## src/rtl/cpu_memory.sv

```systemverilog
// 64x8 CPU bus responder RAM with a byte-stream program loader that holds the CPU in reset.
// Optional MMIO output latch at the all-ones address is enabled by defining MMIO_OUT_EN.
module cpu_memory #(
  parameter int ADDR_W      = 6,
  parameter int DATA_W      = 8,
  parameter int RELEASE_CYC = 2
) (
  input  logic              clk,
  input  logic              reset,
  input  logic [ADDR_W-1:0] addr,
  input  logic              rw,
  input  logic [DATA_W-1:0] wr_data,
  output logic [DATA_W-1:0] rd_data,
  input  logic              load_valid,
  input  logic [DATA_W-1:0] load_data,
  input  logic              load_last,
  output logic              load_ready,
  output logic              cpu_reset,
  output logic [DATA_W-1:0] io_out,
  output logic              io_strobe
);

  localparam int DEPTH = 2 ** ADDR_W;
  localparam int CNT_W = (RELEASE_CYC < 1) ? 1 : $clog2(RELEASE_CYC + 1);

  typedef enum logic [1:0] {RUN, LOAD, RELEASE} state_t;

  logic [DATA_W-1:0] mem [DEPTH];

  state_t            state_reg, state_next;
  logic [ADDR_W-1:0] ptr_reg, ptr_next;
  logic [CNT_W-1:0]  rel_cnt_reg, rel_cnt_next;
  logic [DATA_W-1:0] rd_data_reg;
  logic              cpu_reset_reg;
  logic              load_ready_reg;

  logic load_accept;
  logic load_end;
  logic cpu_we;

  // load_ready mirrors the LOAD state, so acceptance only needs the state.
  assign load_accept = (state_reg == LOAD) && load_valid;
  assign load_end    = load_accept && (load_last || (ptr_reg == '1));
  assign cpu_we      = (state_reg == RUN) && !rw;

  always_comb begin
    state_next   = state_reg;
    ptr_next     = ptr_reg;
    rel_cnt_next = rel_cnt_reg;
    case (state_reg)
      RUN: begin
        if (load_valid) begin
          state_next = LOAD;
          ptr_next   = '0;
        end
      end
      LOAD: begin
        if (load_accept) begin
          ptr_next = ptr_reg + 1'b1;
        end
        if (load_end) begin
          state_next   = RELEASE;
          ptr_next     = '0;
          rel_cnt_next = CNT_W'(RELEASE_CYC);
        end
      end
      RELEASE: begin
        rel_cnt_next = rel_cnt_reg - 1'b1;
        if (rel_cnt_reg <= CNT_W'(1)) begin
          state_next = RUN;
        end
      end
      default: state_next = RELEASE;
    endcase
  end

  always_ff @(posedge clk) begin
    if (reset) begin
      state_reg      <= RELEASE;
      ptr_reg        <= '0;
      rel_cnt_reg    <= CNT_W'(RELEASE_CYC);
      cpu_reset_reg  <= 1'b1;
      load_ready_reg <= 1'b0;
    end else begin
      state_reg      <= state_next;
      ptr_reg        <= ptr_next;
      rel_cnt_reg    <= rel_cnt_next;
      cpu_reset_reg  <= (state_next != RUN);
      load_ready_reg <= (state_next == LOAD);
    end
  end

  // Single write port shared by loader and CPU; the two never write in the same state.
  always_ff @(posedge clk) begin
    if (!reset) begin
      if (load_accept) begin
        mem[ptr_reg] <= load_data;
      end else if (cpu_we) begin
        mem[addr] <= wr_data;
      end
    end
  end

  // Registered read returns pre-write data on a same-address collision.
  always_ff @(posedge clk) begin
    if (reset) begin
      rd_data_reg <= '0;
    end else begin
      rd_data_reg <= mem[addr];
    end
  end

  assign rd_data    = rd_data_reg;
  assign cpu_reset  = cpu_reset_reg;
  assign load_ready = load_ready_reg;

`ifdef MMIO_OUT_EN
  logic              rw_q_reg;
  logic [DATA_W-1:0] io_out_reg;
  logic              io_strobe_reg;
  logic              mmio_hit;

  assign mmio_hit = cpu_we && (addr == '1);

  // Strobe only on the first write cycle of the two-cycle CPU access.
  always_ff @(posedge clk) begin
    if (reset) begin
      rw_q_reg      <= 1'b1;
      io_out_reg    <= '0;
      io_strobe_reg <= 1'b0;
    end else begin
      rw_q_reg      <= rw;
      io_strobe_reg <= mmio_hit && rw_q_reg;
      if (mmio_hit) begin
        io_out_reg <= wr_data;
      end
    end
  end

  assign io_out    = io_out_reg;
  assign io_strobe = io_strobe_reg;
`else
  assign io_out    = '0;
  assign io_strobe = 1'b0;
`endif

endmodule

```

## config.mk

```make
export PLATFORM = sky130hd
export DESIGN_NAME = cpu_memory
export DESIGN_NICKNAME = d
export VERILOG_FILES = /design/src/rtl/cpu_memory.sv
export SDC_FILE = /design/constraint.sdc
export NUM_CORES = 1
export LEC_CHECK = 0
export ABC_AREA = 0
export ABC_CLOCK_PERIOD_IN_PS = 4900
export CAP_MARGIN = 20
export CORE_MARGIN = 2
export CORE_UTILIZATION = 56
export DETAILED_ROUTE_END_ITERATION = 7
export PLACE_DENSITY = 0.73
export SLEW_MARGIN = 25
export SYNTH_ARGS = -nofsm -noshare
export SYNTH_HDL_FRONTEND = slang
export SYNTH_SLANG_ARGS = --single-unit
```

## constraint.sdc

```tcl
create_clock -name clk -period 4.9 [get_ports clk]
set_clock_uncertainty 0.15 [all_clocks]
set_input_delay 0.98 -clock clk [delete_from_list [all_inputs] [get_ports clk]]
set_output_delay 0.98 -clock clk [all_outputs]
set_load 0.02 [all_outputs]
```

==> metrics.txt, run 1 <==
mux contribution to synthesized area 0.156; crit start category input pin; final slew viol count 0; number of flip-flops under the largest register name 512; Post-synth EDFFs 512; WL final 48,600 um; Hold Crit Class reg2reg; I/O pins 46; Post-Synth Simple-Gate Area 0.0437; placed cell areas 22,200 um^2; first-pass GRT wire length slightly above 70,000 um; most used cell, CP nor2_1; antenna cells 0; Max stage delay on crit path roughly 0.70 ns; initial antenna violation count 1; WP data required approximately 5 ns; via count 10,771; sequential area share after synthesis 0.757; setup_tns 0 ns; Slew headroom 0.435; minimum clock period 3.59 ns; die area 38,800 um^2; CP endpoint kind flop; vias in the first global route 10,805; PwrDens ~400 nW/um^2; post_cts resized 0; cell with the largest stage delay on the worst path nor2_1; htree depth 2; Initial Util 0.570; drt wl/cell 29.1 um; fmax ~0.28 GHz; post-CTS setup buffers 0; DRC viols 0; ys flop type edfxtp_1; RSZ-0062 raised after global routing false; synth warn 0; chip width 197 um; leading cell type in the layout, fill and taps excluded edfxtp_1; Area Overhead vs Synth 14.9%; gr ovfl total 0; Die Y 197 um; library cells used by synthesis 51; Avg Cell Area, Syn ~20 um^2; flops & latches, synth 532; GR Util All Layers 0.259; outcome complete, no violations; clk slew on worst S/H paths 0.06 ns; Pleak 7.67 nW; fraction of layout cells with a size suffix above 1 0.259; CTS tree yes; Netlist Area Pre-Place 20,900 um^2; # rows 70; core area 36,600 um^2; starting DRC count in detailed routing 1,542; cells after synthesis about 1,000; Synth Area in Adders 0.00120; Routed Antenna Nets 0; # port buffers 36; CTS Sinks ~530; Peak VDD IR 271 uV; final setup violating endpoints 0; Compound-Gate Fraction of Synth Area 0.0249; Synth Area in XOR/XNOR 0.00210; most frequent cells in the layout edfxtp_1, mux4_2, nor2_1; crit path DAT 3.63 ns; MaxCap Viol Count 0; CP Class in2reg; crit path cell chain clkdlybuf4s50_1 -> nor4_4 -> mux2_2 -> nor2_1 -> nand2_1 -> nor2_1; worst skew pair latency 0.56 ns; crit share post-route 0.732; Hold Vio Cnt, Final 0; total CTS buffers 50; largest net degree at the start of global routing 92; Root Driver clkbuf_16; CP Max Fanout 9; routability cong. 0.884; post-route cell area 24,000 um^2; Worst Max-Slew Pin Slew 0.848 ns; DP Wirelength 30,700 um; Final nets around 1,200; via/cell ratio 6.44; 1st-pass router iterations 5; hold-fix buffer count after cts 0; Max Root-Sink Buffers 3; Synth async-reset ratio 0; largest family of logic cells by synthesized area multiplexers
metrics by stage:
step	power, W	utilization	setup slack [ns]	hold slack (ns)	instances
floorplan	0.00561	-	1.61	0.306	1055
global placement	0.00589	0.607	0.914	0.318	1581
detailed placement	0.00590	0.607	0.839	0.359	1581
CTS	0.00989	0.655	1.38	0.371	1673
global route	0.0101	0.655	1.14	0.401	1673
finish	0.00986	0.655	1.31	0.356	1673
kinds of logic after synthesis:
logic type | Yosys count
other | 1
xor gates and xnor gates | 5
buffers and inverters | 66
muxes | 159
DFF | 532
and+or+nand+nor | 205
adders and majority gates | 2
AOI/OAI and AO/OA | 77
Yosys cell counts (3+ instances only):
cell type / instances / area share
edfxtp_1: 512 / 0.74
mux4_2: 131 / 0.14
nor2_1: 100 / 0.018
nand2_1: 43 / 0.0077
buf_2: 24 / 0.0058
o21ai_0: 23 / 0.0055
clkbuf_1: 20 / 0.0036
dfxtp_1: 20 / 0.019
mux2i_1: 17 / 0.0082
nor3_1: 17 / 0.0041
o22ai_1: 16 / 0.0048
buf_4: 14 / 0.0050
mux2_2: 11 / 0.0059
nand2b_1: 10 / 0.0030
nand3_1: 10 / 0.0024
a211oi_1: 6 / 0.0022
nor4_1: 5 / 0.0015
and3_1: 4 / 0.0012
buf_1: 4 / 0.00072
nor2b_1: 4 / 0.0012
a21oi_1: 3 / 0.00072
inv_1: 3 / 0.00054
nand4_1: 3 / 0.00090
o21a_1: 3 / 0.0011
o31ai_1: 3 / 0.0011
xor2_1: 3 / 0.0013
area by class of cell:
class,count,area [um^2]
Fill cell,2328,12600
Inverter,4,15.0
Timing Repair Buffer,120,1080
Clock inverter,30,384
Tap cell,468,586
Sequential cell,532,15800
Multi-Input combinational cell,457,4780
Clock buffer,62,1350
metal layers:
layer	GRT usage	part of all wire
met1	0.369	0.39
met2	0.408	0.48
met3	0.0561	0.10
met4	0.0796	0.033
met5	0	0.00025
report_power, final:
group / internal (W) / leakage (nW) / switching (W)
Sequential: 0.00509 / 4.77 / 0.0000215
Clock: 0.00243 / 0.847 / 0.00163
Combinational: 0.000245 / 2.06 / 0.000446
Total: 0.00776 / 7.67 / 0.00210
critical path: cells and delay by family:
family                 cells  cell delay [ns]
multiplexers               1             0.40
buffers and inverters      1             0.57
AND/OR/NAND/NOR            4             1.68
path summary, 6_finish.rpt:
path                                                  start                           to  slack [ns]  depth (start not counted)
worst max-delay path                                  reset          mem[8][7]$_DFFE_PP_        1.31                          6
worst min register to register  rel_cnt_reg[0]$_SDFFE_PP0P_  rel_cnt_reg[0]$_SDFFE_PP0P_        0.36                          2
worst max register to register      state_reg[0]$_SDFF_PP0_          mem[8][7]$_DFFE_PP_        1.82                          5
worst min-delay path            rel_cnt_reg[0]$_SDFFE_PP0P_  rel_cnt_reg[0]$_SDFFE_PP0P_        0.36                          2
(Power assumes the default switching activity.)
==> run 2: changes to the inputs <==
--- a/config.mk
+++ b/config.mk
@@ -6,12 +6,12 @@
 export NUM_CORES = 1
 export LEC_CHECK = 0
 export ABC_AREA = 0
-export ABC_CLOCK_PERIOD_IN_PS = 4900
+export ABC_CLOCK_PERIOD_IN_PS = 3300
 export CAP_MARGIN = 20
 export CORE_MARGIN = 2
 export CORE_UTILIZATION = 56
 export DETAILED_ROUTE_END_ITERATION = 7
-export PLACE_DENSITY = 0.73
+export PLACE_DENSITY = 0.76
 export SLEW_MARGIN = 25
 export SYNTH_ARGS = -nofsm -noshare
 export SYNTH_HDL_FRONTEND = slang
==> constraint.sdc (replaced) <==
create_clock -name clk -period 3.3 [get_ports clk]
set_clock_uncertainty 0.15 [all_clocks]
set_input_delay 0.66 -clock clk [delete_from_list [all_inputs] [get_ports clk]]
set_output_delay 0.66 -clock clk [all_outputs]
set_load 0.02 [all_outputs]
==> metrics.txt, run 2 (same netlist as run 1, synthesis figures left out) <==
CTS tree yes; WP data required 3.44 ns (-1.51 ns); Area Overhead vs Synth 17.1%; R2R Setup Slk 0.58 ns (-1.24 ns); post-CTS setup buffers 0 (unchanged); antenna cells 0 (unchanged); Slew headroom 0.464 (+0.0298); initial antenna violation count 0 (-1); vias in the first global route 11,341 (+5.0%); setup ws final 0.483 ns (-0.828 ns); Root Driver clkbuf_16; Routed Antenna Nets 0 (unchanged); most used cell, CP buf_4; Worst Max-Slew Pin Slew 0.804 ns (-0.0447 ns); crit start category input pin; 1st-pass router iterations 5 (unchanged); chip width 197 um (unchanged); number of flip-flops under the largest register name 512 (unchanged); CTS Sinks 532 (unchanged); DP Wirelength 30,500 um (-0.62%); internal power 0.0116 W (+49%); Switching Share 0.216 (+0.00302); clock network fraction of design power 0.413 (+0.002); fmax 0.355 GHz; CP Max Fanout 19 (+10); Fin Hold WS 0.355 ns (-0.00152 ns); final slew viol count 0 (unchanged); post_cts resized 0 (unchanged); crit path cell chain clkdlybuf4s50_1 -> nor4_4 -> buf_12 -> mux2i_1 -> buf_4 -> nand2_1 -> nor2_1 -> buf_4; I/O pins 46 (unchanged); outcome complete, no violations; drt wl/cell 28.8 um (-0.80%); crit share post-route 0.854; htree depth 2 (unchanged); RSZ-0062 raised after global routing false; Hold Crit Class reg2reg; cell with the largest stage delay on the worst path clkdlybuf4s50_1; largest net degree at the start of global routing 65 (-29%); die area 38,800 um^2 (unchanged); worst skew pair latency 0.59 ns (+0.03 ns); Initial Util 0.570 (unchanged); post-route cell area 24,400 um^2 (+1.9%); Flop pwr share 0.516 (-0.003); placed cell areas 22,700 um^2 (+1.9%); Die Y 197 um (unchanged); Max stage delay on crit path 0.46 ns (-0.24 ns); Peak VDD IR 380 uV (+40%); CP endpoint kind flop; Pleak 7.95 nW (+3.6%); PwrDens 603 nW/um^2 (+47%); via/cell ratio 6.45 (+0.12%); WL final 49,800 um (+2.3%); via count 11,126 (+3.3%); core area 36,600 um^2 (unchanged); # rows 70 (unchanged); hold-fix buffer count after cts 0 (unchanged); routability cong. 0.930 (+5.2%); Max Root-Sink Buffers 3 (unchanged); Total Power 0.0147 W (+49%); CP Class in2reg; Hold Vio Cnt, Final 0 (unchanged); starting DRC count in detailed routing 1,324 (-14%); leading cell type in the layout, fill and taps excluded edfxtp_1; setup_tns 0 ns (unchanged); # port buffers 36 (unchanged); clk slew on worst S/H paths 0.06 ns (about the same); crit path DAT 2.95 ns (-0.68 ns); Final nets 1,247 (+4.4%); dpl ws -0.0441 ns (-0.883 ns); first-pass GRT wire length 73,800 um (+3.1%); crit-path leading delay family buffers and inverters; GR Util All Layers 0.266 (+0.00698); final setup violating endpoints 0 (unchanged); gr ovfl total 0 (unchanged); DRC viols 0 (unchanged); Comb pwr share 0.071 (about the same); fraction of layout cells with a size suffix above 1 0.287 (+0.0280); minimum clock period 2.82 ns; most frequent cells in the layout edfxtp_1, mux4_2, buf_4; switching power 0.00318 W (+52%); total CTS buffers 52 (+4.0%); WP buf/inv 4 (+3); MaxCap Viol Count 0 (unchanged)
[run 2: metrics by stage]
step | std cells | util
finish | 1726 | 0.667
global route | 1726 | 0.667
CTS | 1726 | 0.667
detailed placement | 1632 | 0.619
global placement | 1632 | 0.619
floorplan | 1055 | -
[run 2: final timing paths]
check                                    from                           to  cells past startpoint
setup / recovery                           rw         mem[19][3]$_DFFE_PP_                      8
hold reg to reg   rel_cnt_reg[0]$_SDFFE_PP0P_  rel_cnt_reg[0]$_SDFFE_PP0P_                      2
setup reg to reg      state_reg[1]$_SDFF_PP1_         mem[19][3]$_DFFE_PP_                      7
hold / removal    rel_cnt_reg[0]$_SDFFE_PP0P_  rel_cnt_reg[0]$_SDFFE_PP0P_                      2
[run 2: layout make-up]
class | count | area [um^2]
clock buffer | 59 | 1370
clock inverter | 35 | 389
fill | 2305 | 12200
inverter | 4 | 15.0
multi-input combinational | 457 | 4780
sequential | 532 | 15800
tap | 468 | 586
timing repair buffer | 171 | 1510
[run 2: worst register-to-register path, delay by kind of cell, from the launching register on]
family / cells / cell delay (ns)
multiplexers: 1 / 0.40
buffers and inverters: 3 / 0.62
AND/OR/NAND/NOR: 3 / 0.88
flip-flops: 1 / 0.38
[run 2: layer usage]
| layer | vias up | share of wire | track usage |
|---|---|---|---|
| li1 | 4605 | - | - |
| met1 | 5702 | 0.38 | 0.362 |
| met2 | 681 | 0.48 | 0.423 |
| met3 | 138 | 0.11 | 0.0606 |
| met4 | 0 | 0.038 | 0.106 |
| met5 | - | 0 | 0 |
[run 2: power by group through the flow]
| stage | Clock (W) | Combinational [W] | Sequential [W] |
|---|---|---|---|
| 3_3_place_gp | 0 | 0.00101 | 0.00774 |
| 4_1_cts | 0.00615 | 0.00105 | 0.00760 |
| 5_1_grt | 0.00638 | 0.00112 | 0.00760 |
| 3_5_place_dp | 0 | 0.00104 | 0.00774 |
| 6_report | 0.00608 | 0.00105 | 0.00760 |
| 2_1_floorplan | 0 | 0.000581 | 0.00775 |
==> run 3: changes to the inputs <==
--- a/config.mk
+++ b/config.mk
@@ -11,8 +11,9 @@
 export CORE_MARGIN = 2
 export CORE_UTILIZATION = 56
 export DETAILED_ROUTE_END_ITERATION = 7
+export GPL_ROUTABILITY_DRIVEN = 0
 export PLACE_DENSITY = 0.76
-export SLEW_MARGIN = 25
+export SLEW_MARGIN = 20
 export SYNTH_ARGS = -nofsm -noshare
 export SYNTH_HDL_FRONTEND = slang
 export SYNTH_SLANG_ARGS = --single-unit
==> results of run 3 <==
No change in the layout: final DEF, timing and power equal those of run 2.
==> RTL change 1 (config.mk and constraints of run 2) <==
Add a define of `MMIO_OUT_EN`.
--- a/src/rtl/cpu_memory.sv
+++ b/src/rtl/cpu_memory.sv
@@ -1,4 +1,6 @@
 // 64x8 CPU bus responder RAM with a byte-stream program loader that holds the CPU in reset.
 // Optional MMIO output latch at the all-ones address is enabled by defining MMIO_OUT_EN.
+`define MMIO_OUT_EN
+
 module cpu_memory #(
   parameter int ADDR_W      = 6,
Formal check against the unedited RTL: not equivalent (Yosys sat finds a counterexample within 4 cycles, from zero or initial values and one cycle with reset high).
==> RTL change 1 against run 2 <==
- total power shrank 3.4%
- final area grew 1.4%
- wire length fell by 6.8%
- first-iteration DRC count increased by 0.60%
- synthesized area rose by 1.4%
- non-clock buffer count increased by 15
- via count down 2.2%
- sequential power is 1% higher
- setup slack got worse by 310 ps
- sequential cell count grew 10
- hold slack worse by 47 ps
==> RTL change 1: results (changes against run 2) <==
| Metric | Value |
|---|---|
| Status | finished, final reports clean |
| IO buf count | 45 (+25%) |
| Post-placement cell count | 1685 (+3.2%) |
| First-pass GRT wire length | 69830 microns (-5.4%) |
| Netlist cell types | 45 (-12%) |
| Sequential area share after synthesis | 0.7555 (-0.001052) |
| P_leak | 8.133 nW (+2.4%) |
| Routed wl met3 | 4351 microns (-17%) |
| Switching pwr | 0.003088 W (-2.8%) |
| Placed Area | 0.02322 sq mm (+2.4%) |
| Hold path start | rw_q_reg |
| Dpl ws | -182.1 ps (-138.0 ps) |
| R2R Path Start | state_reg[0] |
| Post-synthesis net count | 1069 |
| PostCTS Resize Cnt | 0 (unchanged) |
| Met2 WL post-DR | 22420 microns (-5.9%) |
| EDFF count, synth | 512 (unchanged) |
| Hpwl dp | 28370 microns (-6.9%) |
| GPL Wtd Cong | 0.8942 (-3.9%) |
| Initial antenna violation count | 1 (+1) |
| Nets | 1257 (+0.80%) |
| Worst path arrival time | 3520 ps (+570 ps) |
| Commonest cells post-synth | edfxtp_1 (512), mux4_2 (128), nor2_1 (95), mux2i_1 (52), dfxtp_1 (30) |
| Filler-free cell count of the finished design | 1777 (+3.0%) |
| Slowest cell on crit path | a221oi_1 |
| Met2 Track Usage GR | 0.3931 (-0.03000) |
| DR top layer | met4 |
| Layout cells sized above 1 | 0.2822 (-0.004750) |
| Fill count | 2406 (+4.4%) |
| # Post-CTS Setup Buffers | 0 (unchanged) |
| Slew headroom | 0.4090 (-0.05528) |
| CTS buffer count | 52 (unchanged) |
| Via density | 6.123 (-5.0%) |
| GR met1 Demand/Resource | 0.3534 (-0.008368) |
| Mux cell area share after synthesis | 0.1668 (+0.01121) |
| Async SR Flop Fraction | 0 (unchanged) |
| Post-synthesis xor/xnor area fraction | 0.001657 (-0.0004434) |
| Routed WL | 46370 microns (-6.8%) |
| Delay-heaviest family, CP | compound AO/OA/AOI/OAI gates |
| WL met1 | 18250 microns (-2.9%) |
| Most crowded layer after global routing | met2 |
| Synth area leaders | edfxtp_1 (73%), mux4_2 (14%), dfxtp_1 (2.8%), mux2i_1 (2.5%), nor2_1 (1.7%) |
| Max IR drop VDD | 0.4328 mV (+14%) |
| Ys flop type | edfxtp_1 |
| H-tree level count | 2 (unchanged) |
| First DRT Iteration DRCs | 1332 (+0.60%) |
| GRT Total Usage | 0.2472 (-0.01833) |
| Avg Inst Size Synth | 20.33 sq um (+2.1%) |
| CP Launch Point | reset |
| Max reg flops | 512 (unchanged) |
| Synth Area in Compound Gates | 0.02426 (-0.0006421) |
| Met3 Resource Use GR | 0.04377 (-0.01680) |
| Area share of fa/ha/maj cells after synthesis | 0.001183 (-0.00001669) |
| Vias in the first global route | 10990 (-3.1%) |
| Max Fanout on Critical Path | 8 (-11) |
| Slowest stage delay, CP | 660 ps (+200 ps) |
[RTL change 1: worst paths after layout]
path                                   end  slack, ps  cells past startpoint
worst min-delay path             io_strobe        310                      1
worst min register to register   io_strobe        310                      1
worst max register to register  mem[42][1]        580                      7
worst max-delay path            rd_data[3]        170                      8
[RTL change 1: power by group through the flow]
stage               combinational [W]  sequential [W]  clock, W
CTS                           0.00107         0.00771   0.00555
global route                  0.00113         0.00771   0.00580
floorplan                    0.000575         0.00787         0
finish                        0.00106         0.00771   0.00545
detailed placement            0.00107         0.00786         0
global placement              0.00104         0.00786         0
[RTL change 1: layout make-up]
class | count | area [sq um] | area share
sequential | 542 | 15980 | 0.6453
multi-input combinational | 442 | 4891 | 0.1976
timing repair buffer | 186 | 1695 | 0.06848
clock buffer | 64 | 1346 | 0.05438
tap | 511 | 639.4 | 0.02583
clock inverter | 27 | 191.4 | 0.007733
inverter | 4 | 15.01 | 0.0006065
antenna | 1 | 2.502 | 0.0001011
==> RTL change 2 (settings of run 2) <==
Made on the original files. Encoding of `state_t`: now one-hot (3 bits for 3 states).
--- a/src/rtl/cpu_memory.sv
+++ b/src/rtl/cpu_memory.sv
@@ -24,5 +24,5 @@
   localparam int CNT_W = (RELEASE_CYC < 1) ? 1 : $clog2(RELEASE_CYC + 1);
 
-  typedef enum logic [1:0] {RUN, LOAD, RELEASE} state_t;
+  typedef enum logic [2:0] {RUN = 3'b001, LOAD = 3'b010, RELEASE = 3'b100} state_t;
 
   logic [DATA_W-1:0] mem [DEPTH];
Check against the original RTL: no difference found for any inputs over 4 cycles, from zero or initial values and one cycle with reset high; so few cycles prove little.
==> RTL change 2 against run 2 <==
- total power shrank 4.1%
- final area grew 0.21%
- combinational power shrank 19%
- die area grew 1.9%
- setup slack lost 33 ps
- via count shrank 1.0%
- sequential cell count grew 1
- register-to-register slack lost 90 ps
- synthesized cell count grew 1.6%
- wire length shrank 4.2%
- hold slack lost 18 ps
- synthesized area grew 1.9%
- largest power group unchanged
- highest routed layer unchanged
==> RTL change 2: results (changes against run 2) <==
| Metric | Value |
|---|---|
| Routed WL | 47660 microns (-4.2%) |
| Sequential area share after synthesis | 0.7431 (-0.01344) |
| First-pass GRT wire length | 71470 microns (-3.2%) |
| Pwr Density | 577.4 mW/mm^2 (-4.3%) |
| Hpwl dp | 29910 microns (-1.8%) |
| Nets | 1250 (+0.24%) |
| Slowest stage delay, CP | 700 ps (+240 ps) |
| Gate Count Post-Synth | 1064 (+1.6%) |
| Worst path arrival time | 2890 ps (-60 ps) |
| IO buf count | 36 (unchanged) |
| GRT Total Usage | 0.2536 (-0.01196) |
| Vias in the first global route | 11200 (-1.2%) |
| Placed Area | 0.02283 sq mm (+0.71%) |
| Fill count | 2444 (+6.0%) |
| Netlist cell types | 63 (+24%) |
| Status | finished, final reports clean |
| Max reg flops | 512 (unchanged) |
| Slew headroom | 0.4190 (-0.04536) |
| Synth area leaders | edfxtp_1 (72%), mux4_2 (11%), mux2i_1 (2.2%), dfxtp_1 (2.0%), mux4_1 (2.0%) |
| Net Sw Frac | 0.2067 (-0.008935) |
| Commonest cells post-synth | edfxtp_1 (512), mux4_2 (104), nor2_1 (82), mux2i_1 (47), nand2_1 (34) |
| PostCTS Resize Cnt | 0 (unchanged) |
| Routed length per instance | 26.90 microns (-6.7%) |
| Dpl ws | -113.4 ps (-69.31 ps) |
| Initial antenna violation count | 0 (unchanged) |
| Max Fanout on Critical Path | 8 (-11) |
| Max clock buf depth | 3 (unchanged) |
| Delay-heaviest family, CP | simple AND/OR/NAND/NOR gates |
| Post-placement cell count | 1680 (+2.9%) |
| CTS buffer count | 50 (-3.8%) |
| EDFF count, synth | 512 (unchanged) |
| Root Buffer | clkbuf_16 |
| H-tree level count | 2 (unchanged) |
| Largest net degree at the start of global routing | 65 (unchanged) |
| Async SR Flop Fraction | 0 (unchanged) |
| YS warnings | 0 (unchanged) |
| Worst skew pair latency | slightly below 600 ps |
| Number of iterations in the first detailed-routing pass | 7 (+2) |
| P_leak | 8.059 nW (+1.4%) |
| Comb pwr share | 0.060 (-0.011) |
| Diode count | 0 (unchanged) |
| # Post-CTS Setup Buffers | 0 (unchanged) |
| Via density | 6.214 (-3.6%) |
| GPL Wtd Cong | 0.9190 (-1.2%) |
| Sequential Power | 0.00749 W (-1%) |
| CTS clk-pin slew, worst paths | 60 ps (about the same) |
| Layout cells sized above 1 | 0.2593 (-0.02765) |
| First DRT Iteration DRCs | 1336 (+0.91%) |
| Max IR drop VDD | 0.4078 mV (+7.2%) |
| Hold crit path type | reg2reg |
| Slowest cell on crit path | nor2_1 |
RTL change 2: area by class of cell:
cell class / count / area, sq um / share of cell area
timing repair buffer: 162 / 1391 / 0.05685
clock buffer: 64 / 1335 / 0.05455
inverter: 5 / 18.77 / 0.0007669
sequential: 533 / 15800 / 0.6454
tap: 511 / 639.4 / 0.02612
clock inverter: 28 / 312.8 / 0.01278
multi-input combinational: 469 / 4981 / 0.2035
RTL change 2: final timing paths:
| check | start | to | slack (ps) | cells after the start |
|---|---|---|---|---|
| setup / recovery | rw | mem[30][0] | 450 | 6 |
| hold / removal | rel_cnt_reg[0] | rel_cnt_reg[0] | 340 | 2 |
| setup reg to reg | state_reg[0] | mem[30][0] | 490 | 7 |
| hold reg to reg | rel_cnt_reg[0] | rel_cnt_reg[0] | 340 | 2 |
RTL change 2: per-layer routing:
metal / vias up / part of all wire / track usage
met3: 105 / 0.093 / 0.05307
met4: 0 / 0.035 / 0.09342
met2: 612 / 0.49 / 0.4082
met1: 5624 / 0.38 / 0.3473
li1: 4670 / - / -
met5: - / 0 / 0
RTL change 2: cell families (layout without fill, tap and decap cells):
group / after synthesis / in the layout / share of synthesized area
flops: 533 / 533 / 0.7431
simple gates: 183 / 183 / 0.04120
mux: 178 / 178 / 0.1580
compound gates: 91 / 91 / 0.02984
buf+inv: 70 / 259 / 0.02402
xor+xnor: 6 / 6 / 0.002473
fa+ha+maj: 2 / 2 / 0.001177
other cells: 1 / 9 / 0.0001764
RTL change 2: tightest hold or removal path: cells and delay by family, from the launching register on:
kind            cells  cell delay, ps
flops               1             320
simple gates        1              60
compound gates      1              50
